$ cat src/rtl/rule90_seed_loader.sv
// rule90_seed_loader: assembles a seed from a word stream, loads it into the automaton, then counts generations.
module rule90_seed_loader #(
  parameter int WORD_W = 32,
  parameter int CELLS = 512,
  parameter int GEN_W = 16
) (
  input  logic              clk,
  input  logic              reset,
  input  logic              s_valid,
  output logic              s_ready,
  input  logic [WORD_W-1:0] s_data,
  input  logic [GEN_W-1:0]  cfg_gens,
  output logic              load,
  output logic [CELLS-1:0]  data,
  output logic [GEN_W-1:0]  gen_count,
  output logic              gen_done,
  output logic              busy
);
  localparam int NWORDS = CELLS / WORD_W;
  localparam int IW = NWORDS > 1 ? $clog2(NWORDS) : 1;
  typedef enum logic [1:0] {FILL, LOAD, RUN} state_t;
  state_t state, state_n;
  logic [IW-1:0] idx;
  logic [GEN_W-1:0] n;
  logic acc, last, hit;
  always_comb begin
    s_ready = state == FILL;
    load = state == LOAD;
    busy = state != FILL;
    acc = s_valid && s_ready;
    last = idx == IW'(NWORDS - 1);
    hit = gen_count == n;
    // a reset in the final RUN cycle suppresses the pulse
    gen_done = state == RUN && hit && !reset;
    state_n = state == FILL ? (acc && last ? LOAD : FILL) :
              state == LOAD ? RUN : (hit ? FILL : RUN);
  end
  always_ff @(posedge clk) begin
    if (reset) begin
      state <= FILL;
      idx <= '0;
      data <= '0;
      gen_count <= '0;
      n <= '0;
    end else begin
      state <= state_n;
      for (int i = 0; i < NWORDS; i++)
        if (acc && idx == IW'(i)) data[i*WORD_W +: WORD_W] <= s_data;
      if (acc) idx <= last ? '0 : idx + 1'b1;
      if (acc && last) n <= cfg_gens;
      if (state == LOAD) gen_count <= '0;
      else if (state == RUN && !hit) gen_count <= gen_count + 1'b1;
    end
  end
endmodule
$ cat config.mk
export PLATFORM = sky130hd
export DESIGN_NAME = rule90_seed_loader
export DESIGN_NICKNAME = d
export VERILOG_FILES = /design/src/rtl/rule90_seed_loader.sv
export SDC_FILE = /design/constraint.sdc
export NUM_CORES = 1
export LEC_CHECK = 0
export ABC_AREA = 1
export CAP_MARGIN = 20
export CELL_PAD_IN_SITES_DETAIL_PLACEMENT = 1
export CELL_PAD_IN_SITES_GLOBAL_PLACEMENT = 1
export CORE_MARGIN = 8
export CORE_UTILIZATION = 32
export CTS_BUF_LIST = sky130_fd_sc_hd__clkbuf_8
export DETAILED_ROUTE_END_ITERATION = 16
export PLACE_DENSITY = 0.85
export SLEW_MARGIN = 20
export SYNTH_ARGS = -nofsm -noshare
export SYNTH_HDL_FRONTEND = slang
export SYNTH_SLANG_ARGS = --single-unit
export TNS_END_PERCENT = 20
$ cat constraint.sdc
create_clock -name clk -period 1.45 [get_ports clk]
set_input_delay 0.435 -clock clk [delete_from_list [all_inputs] [get_ports clk]]
set_output_delay 0.435 -clock clk [all_outputs]
set_load 0.1 [all_outputs]
Word-level counts from Yosys, hierarchy flattened
Index checks and enable logic that the tools add are counted.

Register bits: 550. Bits in latches: 0. Bits in writable memories: 0. ROM bits: 0. Bits of input ports: 51. Word-level logic and storage cells: 71. Memories kept: 0.

$add $sub $neg: 2. Multiply operators: 0. Divide/modulo/power cells: 0. $lt $le $gt $ge: 0. Equal/unequal tests: 18. Shift-type cells: 0. Multiplexer cells: 5. Bitwise operators: 0. Reduce and logical (&&, ||, !) cells: 26.

Operator list (number): $eq 4x4->1 const B (8); $logic_and 1x1->1 (20); $add 16x1->16 const B (1); $eq 16x16->1 (1); $eq 4x3->1 const B (4); $eq 4x2->1 const B (2); $mux 2 (3); $add 4x1->4 const B (1); $eq 4x1->1 const B (1); $logic_not 4->1 (1); $mux 4 (1); $eq 2x1->1 const B (1); $eq 2x2->1 const B (1); $logic_not 1->1 (2); $logic_not 2->1 (1); $reduce_bool 2->1 (1); $reduce_or 2->1 (1); $mux 1 (1).

Depth between registers and ports, before layout
Word-level depth: 5. Depth in mapped cells: 12. Depth with buffers taken out: 11.

Least setup slack after synthesis
No wires, ideal clock.

Kind: reg2out. From: reg gen_count[7]. To: out gen_done. Arrival time: 3.870 ns. Slack: -2.855 ns. Stages on the path, launching flop included: 10. Cells stage by stage: dfxtp_1 -> inv_1 -> nand2_1 -> nand2_1 -> nor2_1 -> nand2_1 -> nor2_1 -> nand2_1 -> buf_2 -> nor3_1.

Longest elaborated chain between the ends: 3.

Ends and longest elaborated chain: start, declared (line 15) `output logic [GEN_W-1:0] gen_count,`; start signal, assigned (line 52) `else if (state == RUN && !hit) gen_count <= gen_count + 1'b1;`; $eq 16x16->1 (line 32) `hit = gen_count == n;`; $logic_and 1x1->1 (2 in a row) (line 34) `gen_done = state == RUN && hit && !reset;`; end, declared (line 16) `output logic gen_done,`.

Every way passes these cells.

Worst setup path in the final report
From: reg n[4]. To: out gen_done.

Longest elaborated chain between the ends: 3.

Ends and longest elaborated chain: start, declared (line 24) `logic [GEN_W-1:0] n;`; start signal, assigned (line 50) `if (acc && last) n <= cfg_gens;`; $eq 16x16->1 (line 32); $logic_and 1x1->1 (2 in a row) (line 34).

Every way passes these cells.

==> summary.txt <==
Power and ir drop
  • Sw Pwr: 13.3 mW
  • PwrDens: 899 nW/um2
  • Leak pwr: 16.7 nW
  • Clk pwr share: between 40 and 50%
  • Maximum vdd drop: ~0.0011 V
  • Internal power: 25.2 mW
  • Total power: 38.5 mW
  • Seq pwr share: 40.5%
  • Switching Fraction: 34.6%
  • Combinational share of power: approximately 16%

Finish
  • Area occupied by registers: 11500 um2
  • Layout cell share with drive strength beyond 1: 59.7%
  • Layout area overhead: 131%
  • Fillers: 5154
  • Layout Cells excl Fill: about 4000
  • Multi-input gate area: 9500 um2
  • Final #Nets: 3166
  • Final instance area: 42800 um2

Place
  • Gpl congestion: around 0.83
  • DP HPWL: 75.1 mm
  • Placed insts: about 3500
  • Placed Area: between 30000 and 40000 um2
  • # port buffers: 582

Setup path
  • Crit path launch type: flip-flop
  • Kind of critical path: flip-flop to output pin
  • CP endpoint kind: output pin
  • Critical path data required time: a little over 1 ns
  • Arrival @ worst endpoint: 2.33 ns
  • Critical Path Fanout Max: 2

Global route
  • Global-route wire length before repair: 198 mm
  • Vias in the first global route: roughly 26000
  • Total GRT Usage: 40.7%
  • GR Overflow Total: 0
  • Initial antenna violation count: 18
  • Largest net degree at the start of global routing: 50

Status
  • Failing checks: setup timing
  • Status: finished, violations left

Die
  • Die Y: 257 um
  • IO Pins: 583
  • Die ar.: 66000 um2
  • Die width: 257 um
  • Core area: around 57000 um2
  • Starting Density: 32.3%
  • Row cnt: 88

STA
  • Slew Limit Headroom: 39.5%
  • Unrepaired setup endpoints after global routing: yes
  • Worst-Margin Slew: 0.897 ns
  • Slew Limit Fails: 0
  • Clock skew: 0.0500 ns
  • Final min period: 2.77 ns
  • Max frequency: between 300 and 400 MHz
  • Setup ws final: -1.32 ns
  • Final Cycle Share: 191%
  • Fin. Hold Viols: 0
  • Final-report setup violation count: 1082
  • Setup TNS Final: -561.61 ns

Clocking
  • CTS Hold Bufs: 0
  • CTS Root Cell: clkbuf_8
  • CTS Buf Count: 94
  • CTS tree: yes
  • Clock buffer depth: 3
  • CTS H-tree depth: 3
  • CTS clk-pin slew, worst paths: 0.07 ns
  • Latest clock arrival within the worst-skew pair: 0.75 ns
  • Sinks on Clock Net: 550

Logic synthesis
  • Syn Area/Cell: between 8 and 9 um2
  • Yosys reg bits: between 500 and 600
  • Top area cells in the synthesized netlist: dfxtp_1 59%, a21oi_1 13%, o21ai_0 12%
  • Mapped cell area: 18600 um2
  • Seq/Total Area, Yosys: 59.3%
  • Warnings from Yosys: 0
  • Yosys cell types: 23
  • Synth top area share: 59.3%
  • Post-synthesis net count: between 2000 and 2500
  • Syn Inst Count: between 2000 and 2500
  • Largest area contributor in the netlist: dfxtp_1

Route
  • Wire per inst: 50.0 um
  • Routed wire length: 198 mm
  • Via count: approximately 27000
  • First DRT Iteration DRCs: 3803
  • Final antenna-violating net count: 0
  • Vias per cell: 6.93
  • First-pass DRT Iterations: 8
  • DRC violations left: 0

Job
  • Max cap viols: 0

Hold path
  • Hold WC Path Type: primary input to flip-flop
-- timing repair --
| item | CTS | global route |
|---|---|---|
| endpoints found under the setup margin | 1073 | 1082 |
| gates resized for setup | 525 | 891 |
| cloned | 28 | 73 |
| setup buffers | 118 | 123 |
| pin swaps | 38 | 170 |
-- synthesized netlist by cell type (all sizes together) --
library cell / number
buf: 105
dfxtp: 550
ha: 5
nor3: 10
inv: 102
nor2: 65
nor4: 1
clkbuf: 86
xor2: 1
nand2: 125
nand4: 2
nand3: 57
a21oi: 483
o21ai: 531
-- path summary, 6_finish.rpt --
path | start | to | slack [ns] | cells past startpoint
max | n[4] | gen_done | -1.32 | 9
min | cfg_gens[11] | n[11] | 0.36 | 3
max reg2reg | gen_count[2] | gen_count[15] | -1.21 | 10
min reg2reg | data[491] | data[491] | 0.55 | 2
-- flip-flops by register name, summed over array words and instances, names as in the netlist --
name	flops
gen_count	16
idx	4
state	2
data	512
n	16
-- routing by layer --
metal	up-vias	GRT usage, %	wire, um
met5	-	0.0750	470
met4	26	32.3	26500
met3	1660	12.6	28300
met2	3278	68.7	82600
met1	13100	41.5	60100
li1	9327	-	-
-- power groups by stage --
stage                     clock network, mW  registers (mW)  logic [mW]
after floorplan                           0            17.4       0.748
after global placement                    0            15.9        4.26
after detailed placement                  0            15.9        4.40
after CTS                              15.1            15.5        4.71
after global routing                   17.0            15.6        5.95
final                                  16.9            15.6        6.01
-- worst max-delay path, cell delays in order (launching register included) --
cell	delay [ns]
dfxtp_2	0.36
inv_1	0.08
nand2_1	0.14
nand2_2	0.24
nor2_4	0.19
nand2_2	0.09
nor2_4	0.10
nand2_2	0.08
nor3_4	0.16
buf_12	0.20
-- cells by family after synthesis --
family                   after synthesis  share of synthesized area (%)
AO/OA/AOI/OAI                       1014                           27.3
XOR/XNOR                               1                         0.0472
adder cells (fa/ha/maj)                5                          0.337
buffers and inverters                293                           6.70
flip-flops                           550                           59.3
AND/OR/NAND/NOR                      260                           6.24
-- cell usage in the layout (no fill, tap or decap), drive strengths merged --
cell type	n
nor3	10
ha	5
nand2	125
clkbuf	175
clkinv	21
inv	122
clkinvlp	2
nor2	65
buf	982
nand4	2
diode	9
nand3	57
a21oi	483
xor2	1
o21ai	531
dfxtp	550
bufinv	1
bufbuf	1
nor4	1
clkdlybuf4s50	50
-- metrics by stage --
stage               setup slack, ns  util, %  hold WS, ns
global placement             -0.772     56.1        0.480
detailed placement           -0.938     56.1        0.508
global route                  -1.37     74.5        0.349
floorplan                    -0.954        -        0.451
CTS                           -1.04     64.7        0.299
finish                        -1.32     74.5        0.364
-- area by class of cell --
| cell class | count | share of cell area (%) |
|---|---|---|
| multi-input cells | 1280 | 22.2 |
| clock buffers | 127 | 4.08 |
| repair buffers | 1081 | 42.7 |
| well taps | 765 | 2.24 |
| flip-flops and latches | 550 | 26.9 |
| repair inverters | 1 | 0.0380 |
| clock inverters | 43 | 0.506 |
| diodes | 9 | 0.0526 |
| inverters | 102 | 1.38 |
Power figures use the tool's default switching activity.
